<file path="config.mk">
export PLATFORM = sky130hd
export DESIGN_NAME = vga_timing_gen
export DESIGN_NICKNAME = d
export VERILOG_FILES = /design/src/rtl/vga_timing_pkg.sv /design/src/rtl/vga_axis_counter.sv /design/src/rtl/vga_timing_gen.sv
export SDC_FILE = /design/constraint.sdc
export NUM_CORES = 1
export LEC_CHECK = 0
export BUFFER_PORTS_ARGS = -buffer_cell sky130_fd_sc_hd__buf_2
export CORE_AREA = 2 2 77 79
export DETAILED_ROUTE_END_ITERATION = 16
export DIE_AREA = 0 0 79 81
export HOLD_SLACK_MARGIN = 0.1
export PLACE_DENSITY = 0.55
export SLEW_MARGIN = 5
export SYNTH_ARGS = -nofsm -noshare
export SYNTH_HDL_FRONTEND = slang
export SYNTH_HIERARCHICAL = 1
export SYNTH_SLANG_ARGS = --single-unit
</file>
<file path="constraint.sdc">
create_clock -name clk -period 4.5 [get_ports clk]
set_input_delay 1.125 -clock clk [delete_from_list [all_inputs] [get_ports clk]]
set_output_delay 1.125 -clock clk [all_outputs]
set_load 0.02 [all_outputs]
</file>
<file path="src/rtl/vga_timing_pkg.sv">
// rtl/vga_timing_pkg.sv - shared count type, 640x480@60 defaults and span arithmetic for the VGA timing path
package vga_timing_pkg;

   typedef logic [9:0] vga_cnt_t;

   localparam int VGA_CW       = $bits(vga_cnt_t);
   localparam int VGA_H_ACTIVE = 640;
   localparam int VGA_H_FP     = 16;
   localparam int VGA_H_SYNC   = 96;
   localparam int VGA_H_BP     = 48;
   localparam int VGA_V_ACTIVE = 480;
   localparam int VGA_V_FP     = 10;
   localparam int VGA_V_SYNC   = 2;
   localparam int VGA_V_BP     = 33;

   function automatic int vga_total(input int active, input int fp, input int sync, input int bp);
      return active + fp + sync + bp;
   endfunction

endpackage

</file>
<file path="src/rtl/vga_axis_counter.sv">
// rtl/vga_axis_counter.sv - one raster axis: position counter with sync/active decoded from the next count
module vga_axis_counter
   import vga_timing_pkg::*;
#(
   parameter int   ACTIVE = VGA_H_ACTIVE,
   parameter int   FP     = VGA_H_FP,
   parameter int   SYNC   = VGA_H_SYNC,
   parameter int   BP     = VGA_H_BP,
   parameter logic POL    = 1'b0,
   parameter int   CW     = VGA_CW
) (
   input  logic          clk,
   input  logic          rst,
   input  logic          adv,
   output logic [CW-1:0] cnt,
   output logic          sync,
   output logic          active,
   output logic          wrap
);

   localparam int TOTAL = vga_total(ACTIVE, FP, SYNC, BP);

   localparam logic [CW-1:0] LAST     = CW'(TOTAL - 1);
   localparam logic [CW-1:0] ACT_END  = CW'(ACTIVE);
   localparam logic [CW-1:0] SYNC_BEG = CW'(ACTIVE + FP);
   localparam logic [CW-1:0] SYNC_END = CW'(ACTIVE + FP + SYNC);

   logic [CW-1:0] cnt_nxt;

   // Explicit compare against LAST so non-power-of-two totals never rely on overflow
   always_comb begin
      cnt_nxt = (cnt == LAST) ? '0 : cnt + CW'(1);
   end

   assign wrap = (cnt == LAST);

   always_ff @(posedge clk) begin
      if (rst) begin
         cnt    <= LAST;
         sync   <= ~POL;
         active <= 1'b0;
      end else if (adv) begin
         cnt    <= cnt_nxt;
         sync   <= (cnt_nxt >= SYNC_BEG && cnt_nxt < SYNC_END) ? POL : ~POL;
         active <= (cnt_nxt < ACT_END);
      end
   end

endmodule

</file>
<file path="src/rtl/vga_timing_gen.sv">
// rtl/vga_timing_gen.sv - VGA raster timing source; VGA_TIMING_CE_EN adds the pix_ce pixel clock enable
module vga_timing_gen
   import vga_timing_pkg::*;
#(
   parameter int   H_ACTIVE  = VGA_H_ACTIVE,
   parameter int   H_FP      = VGA_H_FP,
   parameter int   H_SYNC    = VGA_H_SYNC,
   parameter int   H_BP      = VGA_H_BP,
   parameter int   V_ACTIVE  = VGA_V_ACTIVE,
   parameter int   V_FP      = VGA_V_FP,
   parameter int   V_SYNC    = VGA_V_SYNC,
   parameter int   V_BP      = VGA_V_BP,
   parameter logic HSYNC_POL = 1'b0,
   parameter logic VSYNC_POL = 1'b0,
   parameter int   CW        = VGA_CW
) (
   input  logic          clk,
   input  logic          rst,
`ifdef VGA_TIMING_CE_EN
   input  logic          pix_ce,
`endif
   output logic [CW-1:0] hcount_out,
   output logic [CW-1:0] vcount_out,
   output logic          hsync_out,
   output logic          vsync_out,
   output logic          vga_active_out,
   output logic          line_start_out,
   output logic          frame_start_out
);

   localparam int H_TOTAL = vga_total(H_ACTIVE, H_FP, H_SYNC, H_BP);
   localparam int V_TOTAL = vga_total(V_ACTIVE, V_FP, V_SYNC, V_BP);

   if (H_TOTAL > 2**CW) begin : g_h_too_wide
      $error("vga_timing_gen: H_TOTAL %0d does not fit in CW=%0d", H_TOTAL, CW);
   end
   if (V_TOTAL > 2**CW) begin : g_v_too_wide
      $error("vga_timing_gen: V_TOTAL %0d does not fit in CW=%0d", V_TOTAL, CW);
   end

   logic ce;
`ifdef VGA_TIMING_CE_EN
   assign ce = pix_ce;
`else
   assign ce = 1'b1;
`endif

   logic h_active, v_active, h_wrap, v_wrap;

   vga_axis_counter #(
      .ACTIVE(H_ACTIVE), .FP(H_FP), .SYNC(H_SYNC), .BP(H_BP), .POL(HSYNC_POL), .CW(CW)
   ) u_h (
      .clk(clk), .rst(rst), .adv(ce),
      .cnt(hcount_out), .sync(hsync_out), .active(h_active), .wrap(h_wrap)
   );

   vga_axis_counter #(
      .ACTIVE(V_ACTIVE), .FP(V_FP), .SYNC(V_SYNC), .BP(V_BP), .POL(VSYNC_POL), .CW(CW)
   ) u_v (
      .clk(clk), .rst(rst), .adv(ce && h_wrap),
      .cnt(vcount_out), .sync(vsync_out), .active(v_active), .wrap(v_wrap)
   );

   assign vga_active_out = h_active && v_active;

   // Strobes are re-evaluated every clk so they fall on the first clk without ce
   always_ff @(posedge clk) begin
      if (rst) begin
         line_start_out  <= 1'b0;
         frame_start_out <= 1'b0;
      end else begin
         line_start_out  <= ce && h_wrap;
         frame_start_out <= ce && h_wrap && v_wrap;
      end
   end

endmodule

</file>
* Word-level counts from Yosys, hierarchy flattened
Index checks and enable logic that the tools add are counted.
Operators by class: mux-type cells 4, $add $sub $neg 2, $lt $le $gt $ge 6, equal/unequal tests 2, reduce and logical (&&, ||, !) cells 4
Operators by type and width (number):
- 10-bit by 1-bit adder with 10-bit output (second input constant) | 2
- 10-bit equality test (second input constant) | 2
- 10-bit less-than comparator (second input constant) | 2
- 10-bit by 9-bit less-than comparator with 1-bit output (second input constant) | 2
- 10-bit 2-to-1 mux | 2
- 10-bit greater-or-equal comparator (second input constant) | 1
- 10-bit by 9-bit greater-or-equal comparator with 1-bit output (second input constant) | 1
- 1-bit logical AND | 4
- 1-bit 2-to-1 mux | 2
Word-level totals: word-level logic and storage cells 26, register bits after elaboration 26, output and inout bits 25

* Depth between registers and ports, before layout
word-level depth 5, mapped depth 9, gate-level depth less buffers 7

* By module
The synthesis kept the hierarchy.
By module, submodules not included:
- vga_axis_counter at u_h | instances 1, cells an instance 93, seq. area each 240.2 um^2, area an instance 808.3 um^2
- vga_axis_counter at u_v | instances 1, cells an instance 90, seq. area each 240.2 um^2, area an instance 748.2 um^2
- vga_timing_gen | instances 1, cells an instance 6, seq. area each 40.0 um^2, area an instance 65.1 um^2

* Worst setup path before layout
Ideal clock, no wire load.
path kind register to register, start point register u_h.cnt[0], end point register u_v.cnt[6], arrival 2.096 ns, stages on the path, launching flop included 9, clock period less this slack 2.166 ns, slack 2.334 ns, path buffers 2, required time 4.429 ns, cells stage by stage dfxtp_1 ha_1 and4_1 buf_4 and3_1 buf_2 nand3_1 or3_1 a21oi_1
On the way: longest elaborated chain between the ends 1
Ends and longest elaborated chain:
- start: declaration | line vga_axis_counter.sv:15 | output logic [CW-1:0] cnt,
- start signal: assignment | line vga_axis_counter.sv:43 | cnt <= cnt_nxt;
- 10-bit equality test | line vga_axis_counter.sv:35 | assign wrap = (cnt == LAST);
- via h_wrap | line vga_timing_gen.sv:48 | logic h_active, v_active, h_wrap, v_wrap;
- end signal: assignment | line vga_axis_counter.sv:43
- end: declaration | line vga_axis_counter.sv:15
The timed path passes the listed nets, and every way through them passes these cells. A chain may end at the register's enable or synchronous reset.

* Worst setup path after layout
start point register u_h.cnt[0], end point register u_v.cnt[8]
Same word-level chain as after synthesis.

==> impl_metrics.toml <==
[placed_design]
io_buffers = 26
place_ws_ns = 2.01
place_area_um2 = 1780
place_congestion = 0.766
hpwl_um = 2580

[worst_setup_path]
critical_path_class = "reg -> reg"
start_kind = "flip-flop"
r2r_start = "u_h/cnt[0]$_SDFFE_PP1P_"
crit_path_max_fanout = 15
worstSetupStartpoint = "u_h/cnt[0]$_SDFFE_PP1P_"
cp-end-kind = "flip-flop"
arrival_ns = 2.74
required_ns = 4.70

[yosys]
synthMuxAreaShare = 0.00617
ys_seq_area_frac = 0.321
synth-warning-count = 6
synthAdderAreaFrac = 0.0386
synthTopCellsByArea = "dfxtp_1, ha_1, a211o_1"
synth_top_area_cell = "dfxtp_1"
synth-seq-cells = 26
syn_inst = 189
synth_top_family_by_area = "simple AND/OR/NAND/NOR gates"
synth-xor-area-share = 0.0594
syn-cell-area_um2 = 1620
avgSynthCellArea_um2 = 8.58
synth_edf_count = 0
synth_simple_gate_area_frac = 0.319
synth_async_sr_flop_share = 0
ys.flop_type = "dfxtp_1"
yosys.area.top_type_share = 0.321
synth_compound_area_frac = 0.198
ys_types = 50

[clocking]
root_buffer = "clkbuf_8"
clock_path_buffers = 2
tritoncts = "built"
post_cts_buffers = 0
ctsHoldBuffers = 0
clk_pin_slew_ns = 0.09
h-tree-depth = 1
cts_sinks = 26
cts_buffers = 3
ctsResizeCount = 0
clock_latency_ns = 0.27

[power]
swShare = 0.360
power_density_nw_per_um2 = 345
power_frac_clock = 0.241
pwr-share-seq = 0.452
internal-power_uw = 406
combPwrFrac = 0.307
p_leak_nw = 0.730
switchingPower_uw = 229
ir_worst_vdd_v = 0.000145

[finish]
area_growth_pct = 13.4
fin_area_um2 = 1840
antenna_cells = 0
final_cell_mix = "dfxtp_1, buf_2, a21oi_1"
post-route-util = 0.324
drive_gt1_frac = 0.212
nets = 216
fillers = 617

[timing]
drv_slew = 0
post-route-min-period_ns = 2.54
tightest_slew_ns = 0.583
min_period_over_period = 0.565
max_slew_margin = 0.611
rsz0062_at_grt = "no"
setup_ws_ns = 1.96
setup_violations = 0
tns_ns = 0
hold_violations = 0
clock_skew_ns = 0.00255
fmax_ghz = 0.393

[detailed_routing]
drt-pass1-iter-count = 4
ant_nets = 0
drt_iter0_markers = 97
vias = 1431
drt-total-wl_um = 3690
avgRoutedWirePerCell_um = 13.0
drcViolationCount = 0
vias_per_cell = 5.06

[floorplan]
core_um2 = 5680
die_h_um = 81
start_util = 0.286
dieWidth_um = 79
io_pins = 27
dieArea_um2 = 6400
rows = 28

[global_route]
overflow = 0
grt_pass1_vias = 1346
grt_max_degree = 30
grt_pass1_wl_um = 6410
grt_usage = 0.123
antenna_found_initial = 0

[worst_hold_path]
hold_class = "reg -> reg"
hp-start = "u_v/active$_SDFFE_PP0P_"

[run_status]
status = "complete, no violations"

[flow_run]
maxCapViolCount = 0
-- cell families (layout without fill, tap and decap cells) --
group,after synthesis,after routing
AO/OA/AOI/OAI,44,44
other,1,4
adder cells (fa/ha/maj),5,5
AND/OR/NAND/NOR,82,82
multiplexers,1,1
flip-flops,26,26
XOR/XNOR,11,11
buffers and inverters,19,35
-- synth_stat cells (all sizes together) (2+ instances only) --
master   n
nor2b    2
nor3    11
ha       5
a31oi    4
nand2b   3
a211o    7
o21bai   2
o31ai    3
nand3b   2
and3b    2
inv      5
and2     2
clkbuf   7
nor4     2
or3      4
nand3   10
xor2     5
o21ai    7
buf      7
a21oi   12
a211oi   2
and4     4
nand4    5
and3     7
nor2    12
nor4b    2
dfxtp   26
nand2   11
xnor2    6
-- flip-flops by register name, indices dropped and copies added (netlist names) --
register and cells:
frame_start_out 1, line_start_out 1, u_h/active 1, u_h/cnt 10
u_h/sync 1, u_v/active 1, u_v/cnt 10, u_v/sync 1
-- metal layers --
metal  share of wire  up-vias  global-route usage
met5               0        -                   0
met3           0.039        4              0.0267
met1            0.47      674               0.157
li1                -      725                   -
met2            0.48       28               0.214
met4           0.011        0              0.0276
-- worst max-delay path, stage by stage, from the launching register on --
cell     delay [ns]
dfxtp_1        0.45
ha_1           0.30
and4_1         0.44
and3_1         0.60
nand2_1        0.16
or3_1          0.37
a21oi_1        0.15
-- final cells by class --
type / count / area (µm²) / share of cell area
Multi-Input combinational cell: 147 / 1020 / 0.555
Sequential cell: 26 / 520 / 0.283
Timing Repair Buffer: 26 / 130 / 0.0707
Tap cell: 75 / 93.8 / 0.0510
Clock buffer: 4 / 55.1 / 0.0299
Inverter: 5 / 18.8 / 0.0102
-- through the flow --
step	instances	hold slack, ns	power, mW
global placement	279	0.480	0.485
detailed placement	279	0.481	0.486
global route	283	0.549	0.678
CTS	283	0.519	0.641
finish	283	0.514	0.635
floorplan	192	0.454	0.443
-- worst paths after layout --
path / to / slack, ns / cells past startpoint
worst max-delay path: u_v/cnt[8]$_SDFFE_PP0P_ / 1.96 / 6
worst min-delay path: u_v/active$_SDFFE_PP0P_ / 0.51 / 2
worst max register to register: u_v/cnt[8]$_SDFFE_PP0P_ / 1.96 / 6
worst min register to register: u_v/active$_SDFFE_PP0P_ / 0.51 / 2
-- power groups by stage --
stage,clock (mW),combinational (mW),sequential [mW]
6_report,0.153,0.195,0.287
5_1_grt,0.170,0.216,0.293
4_1_cts,0.159,0.195,0.287
3_5_place_dp,0,0.193,0.293
3_3_place_gp,0,0.192,0.293
2_1_floorplan,0,0.149,0.294
(Power assumes the default switching activity.)
